$ cat config.mk
export PLATFORM = sky130hd
export DESIGN_NAME = fpaddsub_issue_collect
export DESIGN_NICKNAME = d
export VERILOG_FILES = /design/src/rtl/fpaddsub_issue_collect.sv
export SDC_FILE = /design/constraint.sdc
export NUM_CORES = 1
export LEC_CHECK = 0
export BUFFER_PORTS_ARGS = -buffer_cell sky130_fd_sc_hd__buf_2
export CAP_MARGIN = 30
export CORE_ASPECT_RATIO = 1.1
export CORE_MARGIN = 1
export CORE_UTILIZATION = 35
export DETAILED_ROUTE_END_ITERATION = 6
export HOLD_SLACK_MARGIN = 0.1
export PLACE_DENSITY_LB_ADDON = 0.1
export SYNTH_ARGS = -nofsm -noshare
export SYNTH_HDL_FRONTEND = slang
export SYNTH_SLANG_ARGS = --single-unit
$ cat constraint.sdc
create_clock -name clk -period 7.4 [get_ports clk]
set_input_delay 1.11 -clock clk [delete_from_list [all_inputs] [get_ports clk]]
set_output_delay 1.11 -clock clk [all_outputs]
set_load 0.005 [all_outputs]
$ cat src/rtl/fpaddsub_issue_collect.sv
// -----------------------------------------------------------------------------
// fpaddsub_issue_collect
//
// Valid/ready wrapper around the fixed-latency FPAddSub core, which has no
// handshake of its own. Operations are accepted upstream and forwarded to the
// core combinationally. A valid/tag delay line, matched to the core latency,
// marks which core outputs are real results. Those results are captured into a
// first-word-fall-through result FIFO. Credit-based backpressure keeps the
// number of in-flight plus buffered results within the FIFO depth, so a result
// is never dropped.
//
// Handshake rule (both sides): a transfer happens on a rising clk edge where
// valid & ready are both high. The source holds its payload stable while
// valid is high and ready is low. in_ready depends only on registered state
// (and rst), never on in_valid or out_ready.
//
// Parameters
//   LATENCY  core cycles from operand sample edge to Z/Flags valid (>=1)
//   DEPTH    result FIFO entries (power of 2, >=2)
//   TAG_W    width of the user tag carried with each op
//
// Optional feature macro: STICKY_FLAGS_EN
//   defined   : sticky_flags accumulates the OR of popped flags until sticky_clr
//   undefined : sticky_flags is tied to 0 and sticky_clr is ignored
//
// Ports
//   clk, rst                 clock, synchronous active-high reset
//   in_valid/in_ready        op request handshake
//   in_a, in_b, in_ctrl      operands and add(0)/subtract(1) select
//   in_tag                   user tag returned with the result
//   core_a, core_b, core_ctrl  combinational copies of in_a, in_b, in_ctrl
//   core_z, core_flags       core result, valid LATENCY cycles after sampling
//   out_valid/out_ready      result handshake (FWFT head of the FIFO)
//   out_z, out_flags, out_tag  result payload
//   sticky_clr, sticky_flags sticky exception flags (feature only)
// -----------------------------------------------------------------------------
module fpaddsub_issue_collect #(
  parameter int LATENCY = 11,
  parameter int DEPTH   = 16,
  parameter int TAG_W   = 4
) (
  input  logic             clk,
  input  logic             rst,
  input  logic             in_valid,
  output logic             in_ready,
  input  logic [31:0]      in_a,
  input  logic [31:0]      in_b,
  input  logic             in_ctrl,
  input  logic [TAG_W-1:0] in_tag,
  output logic [31:0]      core_a,
  output logic [31:0]      core_b,
  output logic             core_ctrl,
  input  logic [31:0]      core_z,
  input  logic [4:0]       core_flags,
  output logic             out_valid,
  input  logic             out_ready,
  output logic [31:0]      out_z,
  output logic [4:0]       out_flags,
  output logic [TAG_W-1:0] out_tag,
  input  logic             sticky_clr,
  output logic [4:0]       sticky_flags
);

  localparam int INF_W = $clog2(LATENCY + 1);
  localparam int CNT_W = $clog2(DEPTH + 1);
  localparam int PTR_W = $clog2(DEPTH);

  logic               acc;
  logic               push;
  logic               pop;
  logic [LATENCY-1:0] vld_sr;
  logic [TAG_W-1:0]   tag_sr [LATENCY];
  logic [INF_W-1:0]   inflight;
  logic [CNT_W-1:0]   count;
  logic [PTR_W-1:0]   wr_ptr;
  logic [PTR_W-1:0]   rd_ptr;
  logic [31:0]        credit_used;

  logic [31:0]        mem_z     [DEPTH];
  logic [4:0]         mem_flags [DEPTH];
  logic [TAG_W-1:0]   mem_tag   [DEPTH];

  // The core has no valid input: it always computes on whatever is presented.
  assign core_a    = in_a;
  assign core_b    = in_b;
  assign core_ctrl = in_ctrl;

  assign acc  = in_valid & in_ready;
  assign push = vld_sr[LATENCY-1];
  assign pop  = out_valid & out_ready;

  // Credit check on registered state only: a pop in this cycle frees its
  // slot for acceptance one cycle later, which keeps in_ready off the
  // out_ready combinational path.
  assign credit_used = 32'(inflight) + 32'(count);
  assign in_ready    = !rst && (credit_used < 32'(DEPTH));

  // Valid delay line; stage LATENCY-1 lines up with the core result.
  always_ff @(posedge clk) begin
    if (rst) begin
      vld_sr <= '0;
    end else begin
      vld_sr[0] <= acc;
      for (int i = 1; i < LATENCY; i++) begin
        vld_sr[i] <= vld_sr[i-1];
      end
    end
  end

  // Tag delay line carries no control meaning, so it needs no reset.
  always_ff @(posedge clk) begin
    tag_sr[0] <= in_tag;
    for (int i = 1; i < LATENCY; i++) begin
      tag_sr[i] <= tag_sr[i-1];
    end
  end

  // Occupancy bookkeeping and FIFO pointers. Pointers wrap naturally because
  // DEPTH is a power of 2.
  always_ff @(posedge clk) begin
    if (rst) begin
      inflight <= '0;
      count    <= '0;
      wr_ptr   <= '0;
      rd_ptr   <= '0;
    end else begin
      inflight <= inflight + INF_W'(acc) - INF_W'(push);
      count    <= count + CNT_W'(push) - CNT_W'(pop);
      if (push) wr_ptr <= wr_ptr + 1'b1;
      if (pop)  rd_ptr <= rd_ptr + 1'b1;
    end
  end

  // Storage. The credit scheme guarantees a push never meets a full FIFO.
  always_ff @(posedge clk) begin
    if (push) begin
      mem_z[wr_ptr]     <= core_z;
      mem_flags[wr_ptr] <= core_flags;
      mem_tag[wr_ptr]   <= tag_sr[LATENCY-1];
    end
  end

  // First-word-fall-through head.
  assign out_valid = (count != '0);
  assign out_z     = mem_z[rd_ptr];
  assign out_flags = mem_flags[rd_ptr];
  assign out_tag   = mem_tag[rd_ptr];

`ifdef STICKY_FLAGS_EN
  // Clear wins over a same-cycle pop; that pop's flags are not recorded.
  always_ff @(posedge clk) begin
    if (rst) begin
      sticky_flags <= '0;
    end else if (sticky_clr) begin
      sticky_flags <= '0;
    end else if (pop) begin
      sticky_flags <= sticky_flags | out_flags;
    end
  end
`else
  logic unused_sticky_clr;
  assign unused_sticky_clr = sticky_clr;
  assign sticky_flags      = 5'b0;
`endif

endmodule

# --- Yosys cells after proc, flatten, opt, wreduce, memory -nomap -nowiden ---
# Memories as Yosys holds them, arrays and structs flattened. A register that Yosys moved wholly into a read port is not among the register bits.
# Cells that the tools add are included.
op_classes:
  addsub: 7
  order_cmp: 1
  mux: 8
  n_bitwise: 2
  reduce_logical: 3
ops:
  columns: ["cell", "n"]
  rows:
  - ["4-bit two-way mux", 6]
  - ["4-bit by 1-bit adder with 4-bit output (second input constant)", 2]
  - ["4-bit by 5-bit adder with 6-bit output", 1]
  - ["6-bit by 5-bit less-than comparator with 1-bit output (second input constant)", 1]
  - ["5-bit by 1-bit adder with 5-bit output", 1]
  - ["5-bit nonzero test", 1]
  - ["5-bit by 1-bit subtractor with 5-bit output", 1]
  - ["4-bit by 1-bit adder with 4-bit output", 1]
  - ["4-bit by 1-bit subtractor with 4-bit output", 1]
  - ["1-bit bitwise AND", 2]
  - ["1-bit two-way mux", 2]
  - ["1-bit logical AND", 1]
  - ["1-bit zero test", 1]
totals:
  register_bits: 28
  ramBits: 700
  input_bits: 111
  mem_count: 4
mem_list:
  columns: ["name", "depth", "word_bits", "read_ports", "rd_ports_with_merged_regs", "wr", "line_no", "rtl"]
  rows:
  - ["mem_z", 16, 32, 1, 1, 1, "79", "logic [31:0] mem_z [DEPTH];"]
  - ["mem_flags", 16, 5, 1, 1, 1, "80", "logic [4:0] mem_flags [DEPTH];"]
  - ["mem_tag", 16, 4, 1, 1, 1, "81", "logic [TAG_W-1:0] mem_tag [DEPTH];"]
  - ["tag_sr", 11, 4, 11, 0, 11, "72", "logic [TAG_W-1:0] tag_sr [LATENCY];"]

# --- Depth between registers and ports, before layout ---
# Gate-level depths: netlist of the first run.
depth:
  word_depth: 6
  ltp_mapped: 14
  mapped_depth_nobuf: 13

# --- Worst setup path before layout of the first run ---
# No wires, ideal clock.
synth_timing:
  path_kind: "input to register"
  from: "input out_ready"
  to: "register count[4]"
  t_arrival_ns: 2.774
  slack_ns: 4.555
  stages: 10
  cell_sequence: "nand2_1 inv_1 ha_1 inv_1 ha_1 fa_1 a21oi_1 nor2_1 or3_1 a21oi_1"
synth_via:
  elab_chain_cells: 2
synth_lines:
  columns: ["element", "line_no", "rtl"]
  rows:
  - ["start: declaration", "56", "input logic out_ready,"]
  - ["1-bit bitwise AND", "90", "assign pop = out_valid & out_ready;"]
  - ["5-bit by 1-bit subtractor with 5-bit output", "128", "count <= count + CNT_W'(push) - CNT_W'(pop);"]
  - ["end signal: assignment", "128", null]
  - ["end: declaration", "74", "logic [CNT_W-1:0] count;"]
# Every way passes these cells.
# A chain may end at the register's enable or synchronous reset.

==> results of run 1 <==
critical path, cell delays in order, from the launching register on:
cell and delay [ns]:
dfxtp_4 0.93, buf_4 0.62, mux4_2 0.40, a22oi_1 0.25
nand2_1 0.16, buf_2 0.16
worst max path at each step:
stage,end,slack (ns),cells past startpoint
6_report,out_z[26],3.13,5
5_1_grt,out_z[26],2.97,5
4_1_cts,out_z[26],3.01,5
3_5_place_dp,out_z[26],3.69,5
3_3_place_gp,out_z[26],3.42,5
2_1_floorplan,count[4],4.56,10
synthesized netlist by cell type, drive strengths merged, types with 2 or more instances:
| cell type | count |
|---|---|
| a21o | 2 |
| a21oi | 6 |
| a22oi | 82 |
| and2 | 17 |
| and3 | 2 |
| buf | 107 |
| clkbuf | 23 |
| dfxtp | 76 |
| edfxtp | 656 |
| fa | 2 |
| ha | 18 |
| inv | 15 |
| mux4 | 164 |
| nand2 | 45 |
| nand3 | 3 |
| nor2 | 16 |
| nor2b | 16 |
| nor4 | 3 |
| xnor2 | 4 |
| xor2 | 8 |
cells in the final DEF, fill, tap and decap left out, types with 16 or more instances in the layout:
cell	Yosys	routed
edfxtp_1	656	656
and2_4	0	16
nand2_1	45	45
mux4_2	164	164
clkbuf_16	0	80
buf_2	16	87
clkbuf_1	23	22
clkinv_2	0	17
ha_1	18	18
dfxtp_1	76	74
a22oi_1	82	82
cell families (layout without fill, tap and decap cells):
| kind of cell | after synthesis | count (layout) |
|---|---|---|
| and+or+nand+nor | 108 | 108 |
| adders and majority gates | 20 | 20 |
| buffers and inverters | 145 | 262 |
| AOI/OAI and AO/OA | 92 | 92 |
| xor gates and xnor gates | 12 | 12 |
| other | 1 | 5 |
| DFF | 732 | 732 |
| muxes | 165 | 165 |
flip-flops by register name (all words and copies together), names as in the netlist, named ones only:
name	flops
vld_sr	11
count	5
mem_tag	64
tag_sr	44
mem_flags	80
mem_z	512
inflight	4
rd_ptr	4
wr_ptr	4
area by class of cell:
class                      count  area, um^2
clock inverter                39         357
sequential                   732       21200
inverter                      15        56.3
fill                        6925       46200
multi-input combinational    402        5360
clock buffer                 105        2130
timing repair buffer         103         753
tap                         1035        1290
report_power, final:
part / switching [uW] / internal, uW
Sequential: 75.4 / 4540
Clock: 1570 / 2230
Combinational: 686 / 795
stage by stage:
step	cell area, um^2	hold WS, ns	worst slack [ns]
after global routing	31200	0.329	2.97
after CTS	31100	0.325	3.01
after detailed placement	28600	0.312	3.69
final	31200	0.325	3.13
after floorplan	27400	0.310	4.56
after global placement	28500	0.310	3.42
metal layers:
metal / wire length, um / track usage (%)
met1: 27100 / 21.8
met2: 31500 / 27.0
met3: 3430 / 3.54
met4: 1120 / 4.43
met5: 13 / 0
==> metrics.md, run 1 <==
| Metric | Value |
|---|---|
| CTS clock-pin slew for the worst setup and hold paths | `0.06 ns` |
| Synth Area in Compound Gates | `2.46%` |
| Outcome | `finished, final reports clean` |
| Final setup viols | `0` |
| Crit. End Element | `output port` |
| R2R Setup Slk | `4.39 ns` |
| CP Class | `register to output port` |
| Synthesized instance count | `1275` |
| P&R area growth vs syn | `13.9%` |
| Vias per Instance | `5.01` |
| RR Startpoint | `count[2]` |
| Final Power | `9900 uW` |
| Clock Tree Buf Depth | `3` |
| Hold_sp | `tag_sr[8][3]` |
| Setup repair bufs after CTS | `0` |
| Die Width | `269 um` |
| HPWL after DPL | `29200 um` |
| Post-synth EDFFs | `656` |
| Slew headroom | `35.3%` |
| WP data arrival | `3.16 ns` |
| Setup Total Neg Slack | `0 ns` |
| Hold crit path type | `register to register` |
| Setup Skew | `0.0150 ns` |
| Mapped Area | `27400 um^2` |
| Most used DFF post-synth | `edfxtp_1` |
| Simple-Gate Fraction of Synth Area | `1.93%` |
| CORE AREA | `77400 um^2` |
| Startpoint types | `register` |
| RSZ-0062 raised after global routing | `false` |
| Drt first-iter violations | `906` |
| Gr ovfl total | `0` |
| Crit-path max FO | `52` |
| Worst skew pair latency | `0.60 ns` |
| Xor and xnor area share after synthesis | `0.384%` |
| Post-synth top area share | `72.0%` |
| Initial antenna violation count | `2` |
| Synth Area in Adders | `0.969%` |
| CTS buffer count | `80` |
| Global-route usage over all layers | `16.3%` |
| Vias | `12.2k` |
| Hold-fix buffers, CTS | `0` |
| Register area share after synthesis | `77.6%` |
| Final core utilization | `40.3%` |
| Yosys top cell by area | `edfxtp_1` |
| Ratio of final minimum period to clock period | `57.7%` |
| Hold EP | `tag_sr[9][3]` |
| Post-Route WL | `63200 um` |
| I/O pin total | `224` |
| Worst R2R End | `count[4]` |
| H-tree Lvls | `3` |
| CTS root buffer | `clkbuf_16` |
| Synth top area cells | `edfxtp_1 (72%), mux4_2 (13%), dfxtp_1 (5.6%)` |
| Yosys cell types | `32` |
| Pleak | `0.00986 uW` |
| Post_cts resized | `0` |
| Count of inserted antenna diode cells | `0` |
| Placed insts | `2285` |
| Final Hold Vio Count | `0` |
| YS warnings | `0` |
| First-pass GRT wire length | `91700 um` |
| Vias in the first global route | `13.2k` |
| Clk sink count | `732` |
| Syn avg cell area | `21.5 um^2` |
| Post-synthesis mux area share | `13.5%` |
| Initial Util | `35.4%` |
| Routed len/inst | `26.0 um` |
| Max-cap violations | `0` |
| Shortest period the worst path allows | `4.27 ns` |
| Critical path required time | `6.29 ns` |
| CTS tree | `done` |
| Fin. max-slew vios | `0` |
| # rows | `107` |
| Share of cells above drive strength 1 | `28.7%` |
| Register bit total from synthesis | `732` |
| Finished Layout Cells | `2431` |
| Main combinational cell family by area after synthesis | `multiplexers` |
| Routability Congestion | `0.658` |
| Largest net degree at the start of global routing | `81` |
| Final net count | `1465` |
| Hold-critical path depth | `0` |
| Drt pass-1 iters | `5` |
| Measured slew at the worst slew-check pin | `0.971 ns` |
| Number of remaining DRC errors | `0` |
| Port buffer count | `87` |
| Post-synthesis async set-or-reset flop share | `0%` |
| Pwr Density | `318 nW/um^2` |
| Worst R2R Path Depth | `13` |
| Max IR drop VDD | `0.209 mV` |
| Antenna-violating nets left | `0` |
| Max Freq | `0.234 GHz` |
| Die area | `79300 um^2` |
| Die Ht | `295 um` |
Note: power is estimated with default switching activity, not from simulation.
==> inputs of run 2 (changes only) <==
==> constraint.sdc (replaced) <==
create_clock -name clk -period 3.95 [get_ports clk]
set_input_delay 0.5925 -clock clk [delete_from_list [all_inputs] [get_ports clk]]
set_output_delay 0.5925 -clock clk [all_outputs]
set_load 0.005 [all_outputs]
==> metrics.md, run 2 (same netlist as run 1, synthesis figures left out) <==
| Metric | Value |
|---|---|
| Placed insts | `2296 (+0.48%)` |
| CTS root buffer | `clkbuf_16` |
| Count of inserted antenna diode cells | `0 (unchanged)` |
| Finished Layout Cells | `2445 (+0.58%)` |
| Flop pwr share | `46.4% (-0.2 points)` |
| Ratio of final minimum period to clock period | `85.1%` |
| Clk network pwr share | `38.4% (about the same)` |
| HPWL after DPL | `30000 um (+2.9%)` |
| Largest net degree at the start of global routing | `42 (-48%)` |
| P_int | `14300 uW (+89%)` |
| Routability Congestion | `0.667 (+1.4%)` |
| Crit-path max FO | `24 (-54%)` |
| WP data arrival | `2.77 ns (-0.39 ns)` |
| Slew headroom | `34.7% (-0.57 points)` |
| CORE AREA | `77400 um^2 (unchanged)` |
| # rows | `107 (unchanged)` |
| # fillers | `6965 (+0.58%)` |
| CTS clock-pin slew for the worst setup and hold paths | `0.06 ns (about the same)` |
| Die Ht | `295 um (unchanged)` |
| Initial Util | `35.4% (unchanged)` |
| CP Class | `register to output port` |
| Pwr Density | `595 nW/um^2 (+87%)` |
| Vias in the first global route | `13.3k (+0.91%)` |
| Shortest period the worst path allows | `3.36 ns` |
| Final Power | `18700 uW (+89%)` |
| Final Hold Vio Count | `0 (unchanged)` |
| P&R area growth vs syn | `14.6%` |
| CTS tree | `done` |
| Outcome | `finished, final reports clean` |
| Routed len/inst | `25.6 um (-1.5%)` |
| Max IR drop VDD | `0.307 mV (+47%)` |
| RR Startpoint | `count[2]` |
| Antenna-violating nets left | `0 (unchanged)` |
| Commonest non-fill, non-tap cell in the layout | `edfxtp_1` |
| Pleak | `0.00995 uW (+0.87%)` |
| Crit. End Element | `output port` |
| Switch share | `23.4% (-0.13 points)` |
| Measured slew at the worst slew-check pin | `0.980 ns (+0.00862 ns)` |
| Final setup viols | `0 (unchanged)` |
| First-pass GRT wire length | `91200 um (-0.64%)` |
| Clk sink count | `732 (unchanged)` |
| Vias | `12.3k (+0.85%)` |
| Startpoint types | `register` |
| CP endpoint | `out_z[16]` |
| Die Width | `269 um (unchanged)` |
| Gr ovfl total | `0 (unchanged)` |
| Comb power frac | `15.3% (+0.3 points)` |
| Multi-input logic area | `5360 um^2 (unchanged)` |
| Critical path depth | `6 (+1)` |
| Crit-path slowest cell | `dfxtp_4` |
| Worst R2R End | `count[4]` |
| Register area | `21200 um^2 (unchanged)` |
| Vias per Instance | `5.02 (+0.28%)` |
| Most flops, register | `mem_z` |
| Global-route usage over all layers | `16.2% (-0.16 points)` |
| NetSw | `4380 uW (+88%)` |
| Fin. max-slew vios | `0 (unchanged)` |
| Setup repair bufs after CTS | `0 (unchanged)` |
| Hold crit path type | `primary input to register` |
| Share of cells above drive strength 1 | `28.9% (+0.14 points)` |
| Most used cell, CP | `buf_12` |
| Worst skew pair latency | `0.61 ns (about the same)` |
| Most frequent cells in the layout | `edfxtp_1 (656), mux4_2 (164), buf_2 (87), clkbuf_16 (83), a22oi_1 (82)` |
| Setup Total Neg Slack | `0 ns (unchanged)` |
| Critical path's largest stage delay | `0.58 ns (-0.35 ns)` |
| Worst-path cell chain | `buf_12 -> buf_12 -> mux4_2 -> a22oi_1 -> nand2_1 -> buf_2` |
| CTS buffer count | `80 (unchanged)` |
| CP Buf/Inv Count | `3 (+1)` |
| Clock Tree Buf Depth | `3 (unchanged)` |
| RSZ-0062 raised after global routing | `false` |
| Biggest regs | `mem_z (512), mem_flags (80), mem_tag (64)` |
| Port buffer count | `87 (unchanged)` |
| Drt first-iter violations | `829 (-8.5%)` |
| Initial antenna violation count | `3 (+1)` |
| Post-Route WL | `62700 um (-0.89%)` |
| Max Freq | `0.298 GHz` |
| H-tree Lvls | `3 (unchanged)` |
| I/O pin total | `224 (unchanged)` |
| Max FFs per register | `512 (unchanged)` |
| Worst R2R Path Depth | `13 (unchanged)` |
| Final net count | `1478 (+0.89%)` |
| Critical path required time | `3.36 ns (-2.93 ns)` |
| Die area | `79300 um^2 (unchanged)` |
| R2R Setup Slk | `0.92 ns (-3.47 ns)` |
| Max-cap violations | `0 (unchanged)` |
| Critical path's top delay family | `buffers and inverters` |
| Number of remaining DRC errors | `0 (unchanged)` |
| Drt pass-1 iters | `5 (unchanged)` |
| Setup Skew | `0.0158 ns (+0.000741 ns)` |
==> run 2: cell types whose count changed in the layout (fill, tap and decap cells not counted), sizes merged <==
cell,before,now
buf,103,112
bufinv,6,4
clkbuf,105,112
clkinv,29,28
clkinvlp,1,0
dlygate4sd3,0,4
inv,18,16
==> run 2: final cells by class <==
| cell class | instances | share of cell area (%) |
|---|---|---|
| tap | 1035 | 4.13 |
| multi-input combinational | 402 | 17.1 |
| inverter | 15 | 0.180 |
| timing repair buffer | 116 | 2.87 |
| clock inverter | 33 | 0.898 |
| clock buffer | 112 | 7.14 |
| sequential | 732 | 67.7 |
==> run 2: through the flow <==
stage	area [um^2]	utilization, %	hold WS (ns)	worst slack [ns]
floorplan	27400	-	0.310	1.12
global placement	28700	37.0	0.311	0.943
detailed placement	28800	37.2	0.312	0.903
CTS	31400	40.5	0.202	0.447
global route	31400	40.5	0.253	0.350
finish	31400	40.5	0.245	0.589
==> run 2: timing repair <==
action,4_1_cts,5_1_grt
resized for setup,0,0
hold endpoints to repair,4,0
hold buffers,4,0
==> run 2: layer usage <==
metal	global-route usage, %	up-vias	routed length (um)
met5	0	-	26
met4	4.48	4	1150
met3	3.71	91	3310
met2	26.1	321	30500
met1	21.9	6582	27600
li1	-	5280	-
==> run 2: tightest hold or removal path, stage by stage <==
cell and delay [ns]:
buf_2 0.10, nand2b_1 0.07, nor4_1 0.05
==> run 2: worst min-delay path by stage <==
| stage | startpoint | end | slack, ns | cells after the start |
|---|---|---|---|---|
| floorplan | tag_sr[9][0] | tag_sr[10][0] | 0.31 | 0 |
| global placement | tag_sr[7][3] | tag_sr[8][3] | 0.31 | 0 |
| detailed placement | tag_sr[0][3] | tag_sr[1][3] | 0.31 | 0 |
| CTS | in_valid | vld_sr[0] | 0.20 | 3 |
| global route | in_valid | vld_sr[0] | 0.25 | 3 |
| finish | in_valid | vld_sr[0] | 0.24 | 3 |
==> run 2: power by group through the flow <==
stage / Sequential [uW] / Clock [uW] / Combinational [uW]
floorplan: 8700 / 0 / 2240
global placement: 8830 / 0 / 2930
detailed placement: 8830 / 0 / 2930
CTS: 8670 / 7370 / 2950
global route: 8680 / 7650 / 3140
finish: 8660 / 7160 / 2850
==> inputs of run 3 (changes only) <==
==> constraint.sdc (replaced) <==
create_clock -name clk -period 3.4 [get_ports clk]
set_input_delay 0.51 -clock clk [delete_from_list [all_inputs] [get_ports clk]]
set_output_delay 0.51 -clock clk [all_outputs]
set_load 0.005 [all_outputs]
==> metrics.md, run 3 (same netlist as run 1, synthesis figures left out) <==
| Metric | Value |
|---|---|
| Outcome | `finished, final reports clean` |
| Max-cap violations | `0 (unchanged)` |
| Die area | `79300 um^2 (unchanged)` |
| Most frequent cells in the layout | `edfxtp_1 (656), mux4_2 (164), buf_2 (87), clkbuf_16 (84), a22oi_1 (82)` |
| CP Class | `register to output port` |
| I/O pin total | `224 (unchanged)` |
| Critical path required time | `2.89 ns (-0.47 ns)` |
| Met2 routed WL | `31000 um (+1.6%)` |
| Initial Util | `35.4% (unchanged)` |
| Final Power | `21600 uW (+16%)` |
| Drt first-iter violations | `759 (-8.4%)` |
| Setup Skew | `0.0177 ns (+0.00195 ns)` |
| # fillers | `6996 (+0.45%)` |
| Max Freq | `0.314 GHz` |
| P_int | `16600 uW (+16%)` |
| HPWL after DPL | `30900 um (+2.9%)` |
| RSZ-0062 raised after global routing | `false` |
| Routability Congestion | `0.670 (+0.39%)` |
| Pwr Density | `689 nW/um^2 (+16%)` |
| Drt pass-1 iters | `5 (unchanged)` |
| Crit. End Element | `output port` |
| Worst skew pair latency | `0.62 ns (about the same)` |
| First-pass GRT wire length | `92000 um (+0.92%)` |
| Ratio of final minimum period to clock period | `93.8%` |
| Die Width | `269 um (unchanged)` |
| Commonest non-fill, non-tap cell in the layout | `edfxtp_1` |
| Post_cts resized | `0 (unchanged)` |
| Antenna-violating nets left | `0 (unchanged)` |
| Vias in the first global route | `13.3k (-0.38%)` |
| Final core utilization | `40.5% (about the same)` |
| Hold crit path type | `primary input to register` |
| Setup Total Neg Slack | `0 ns (unchanged)` |
| Crit-path max FO | `52 (+120%)` |
| H-tree Lvls | `3 (unchanged)` |
| Vias | `12.2k (-0.24%)` |
| Vias per Instance | `5.02 (-0.11%)` |
| Met1 wire length | `28000 um (+1.3%)` |
| Shortest period the worst path allows | `3.19 ns` |
| Biggest regs | `mem_z (512), mem_flags (80), mem_tag (64)` |
| Clk sink count | `732 (unchanged)` |
| CTS clock-pin slew for the worst setup and hold paths | `0.06 ns (about the same)` |
| Fin. max-slew vios | `0 (unchanged)` |
| Port buffer count | `87 (unchanged)` |
| Max IR drop VDD | `0.351 mV (+14%)` |
| Clock Tree Buf Depth | `3 (unchanged)` |
| Multi-input logic area | `5360 um^2 (unchanged)` |
| Hold-fix buffers, CTS | `4 (unchanged)` |
| Pleak | `0.00994 uW (-0.10%)` |
| Setup repair bufs after CTS | `0 (unchanged)` |
| Final net count | `1480 (+0.14%)` |
| Switch share | `23.2% (-0.23 points)` |
| Final setup viols | `0 (unchanged)` |
| P&R area growth vs syn | `14.6% (about the same)` |
| CTS buffer count | `78 (-2.5%)` |
| Number of remaining DRC errors | `0 (unchanged)` |
| Share of cells above drive strength 1 | `29.0% (+0.13 points)` |
| Post-route cell area | `31400 um^2 (about the same)` |
| Measured slew at the worst slew-check pin | `0.960 ns (-0.0196 ns)` |
| Routed len/inst | `26.0 um (+1.5%)` |
| Met3 Routed Length | `3470 um (+4.8%)` |
| Initial antenna violation count | `3 (unchanged)` |
| Count of inserted antenna diode cells | `0 (unchanged)` |
| Final Hold Vio Count | `0 (unchanged)` |
| CTS tree | `done` |
| # rows | `107 (unchanged)` |
| Placed cell areas | `28800 um^2 (about the same)` |
| Most flops, register | `mem_z` |
| Die Ht | `295 um (unchanged)` |
| Register area | `21200 um^2 (unchanged)` |
| Post-Route WL | `63500 um (+1.4%)` |
| CORE AREA | `77400 um^2 (unchanged)` |
| Flop pwr share | `46.4% (about the same)` |
| Global-route usage over all layers | `16.4% (+0.23 points)` |
| Gr ovfl total | `0 (unchanged)` |
| Largest net degree at the start of global routing | `53 (+26%)` |
| Max FFs per register | `512 (unchanged)` |
| WP data arrival | `2.68 ns (-0.09 ns)` |
| NetSw | `5010 uW (+15%)` |
| Top sig layer | `met5` |
| CTS root buffer | `clkbuf_16` |
| Comb power frac | `15.3% (about the same)` |
| Slew headroom | `36.0% (+1.3 points)` |
| Startpoint types | `register` |
| Clk network pwr share | `38.4% (about the same)` |
[run 3: power by group through the flow]
| stage | registers [uW] | clock network [uW] | logic, uW |
|---|---|---|---|
| global route | 10000 | 8880 | 3640 |
| finish | 10000 | 8290 | 3300 |
| floorplan | 10100 | 0 | 2600 |
| CTS | 10000 | 8540 | 3420 |
| detailed placement | 10200 | 0 | 3400 |
| global placement | 10200 | 0 | 3400 |
[run 3: path summary, 6_finish.rpt]
check,from,end,slack [ns],cells past startpoint
min reg2reg,tag_sr[4][3],tag_sr[5][3],0.32,0
max reg2reg,count[2],count[4],0.42,13
max,register,out_z[27],0.21,5
min,in_valid,vld_sr[0],0.18,3
[run 3: area by class of cell]
cell class	instances	area share [%]
Clock buffer	116	7.25
Tap cell	1035	4.13
Timing Repair Buffer	120	2.93
Clock inverter	22	0.714
Multi-Input combinational cell	402	17.1
Sequential cell	732	67.7
Inverter	15	0.180
[run 3: metrics by stage]
stage          cells  hold WS [ns]  worst slack, ns
6_report        2442         0.176            0.211
5_1_grt         2442         0.183          0.00519
4_1_cts         2441         0.134           0.0699
3_5_place_dp    2299         0.312            0.414
3_3_place_gp    2299         0.311            0.387
2_1_floorplan   1279         0.310            0.566
[run 3: critical path, cell delays in order, from the launching register on]
cell and delay, ns:
dfxtp_4 0.53, buf_12 0.42, mux4_2 0.56, a22oi_1 0.23, nand2_1 0.15, buf_2 0.16
[run 3: metal layers]
layer / global-route usage [%] / vias to the layer above
met5: 0 / -
met4: 4.03 / 4
met3: 4.06 / 78
met2: 26.7 / 304
met1: 22.0 / 6581
li1: - / 5282
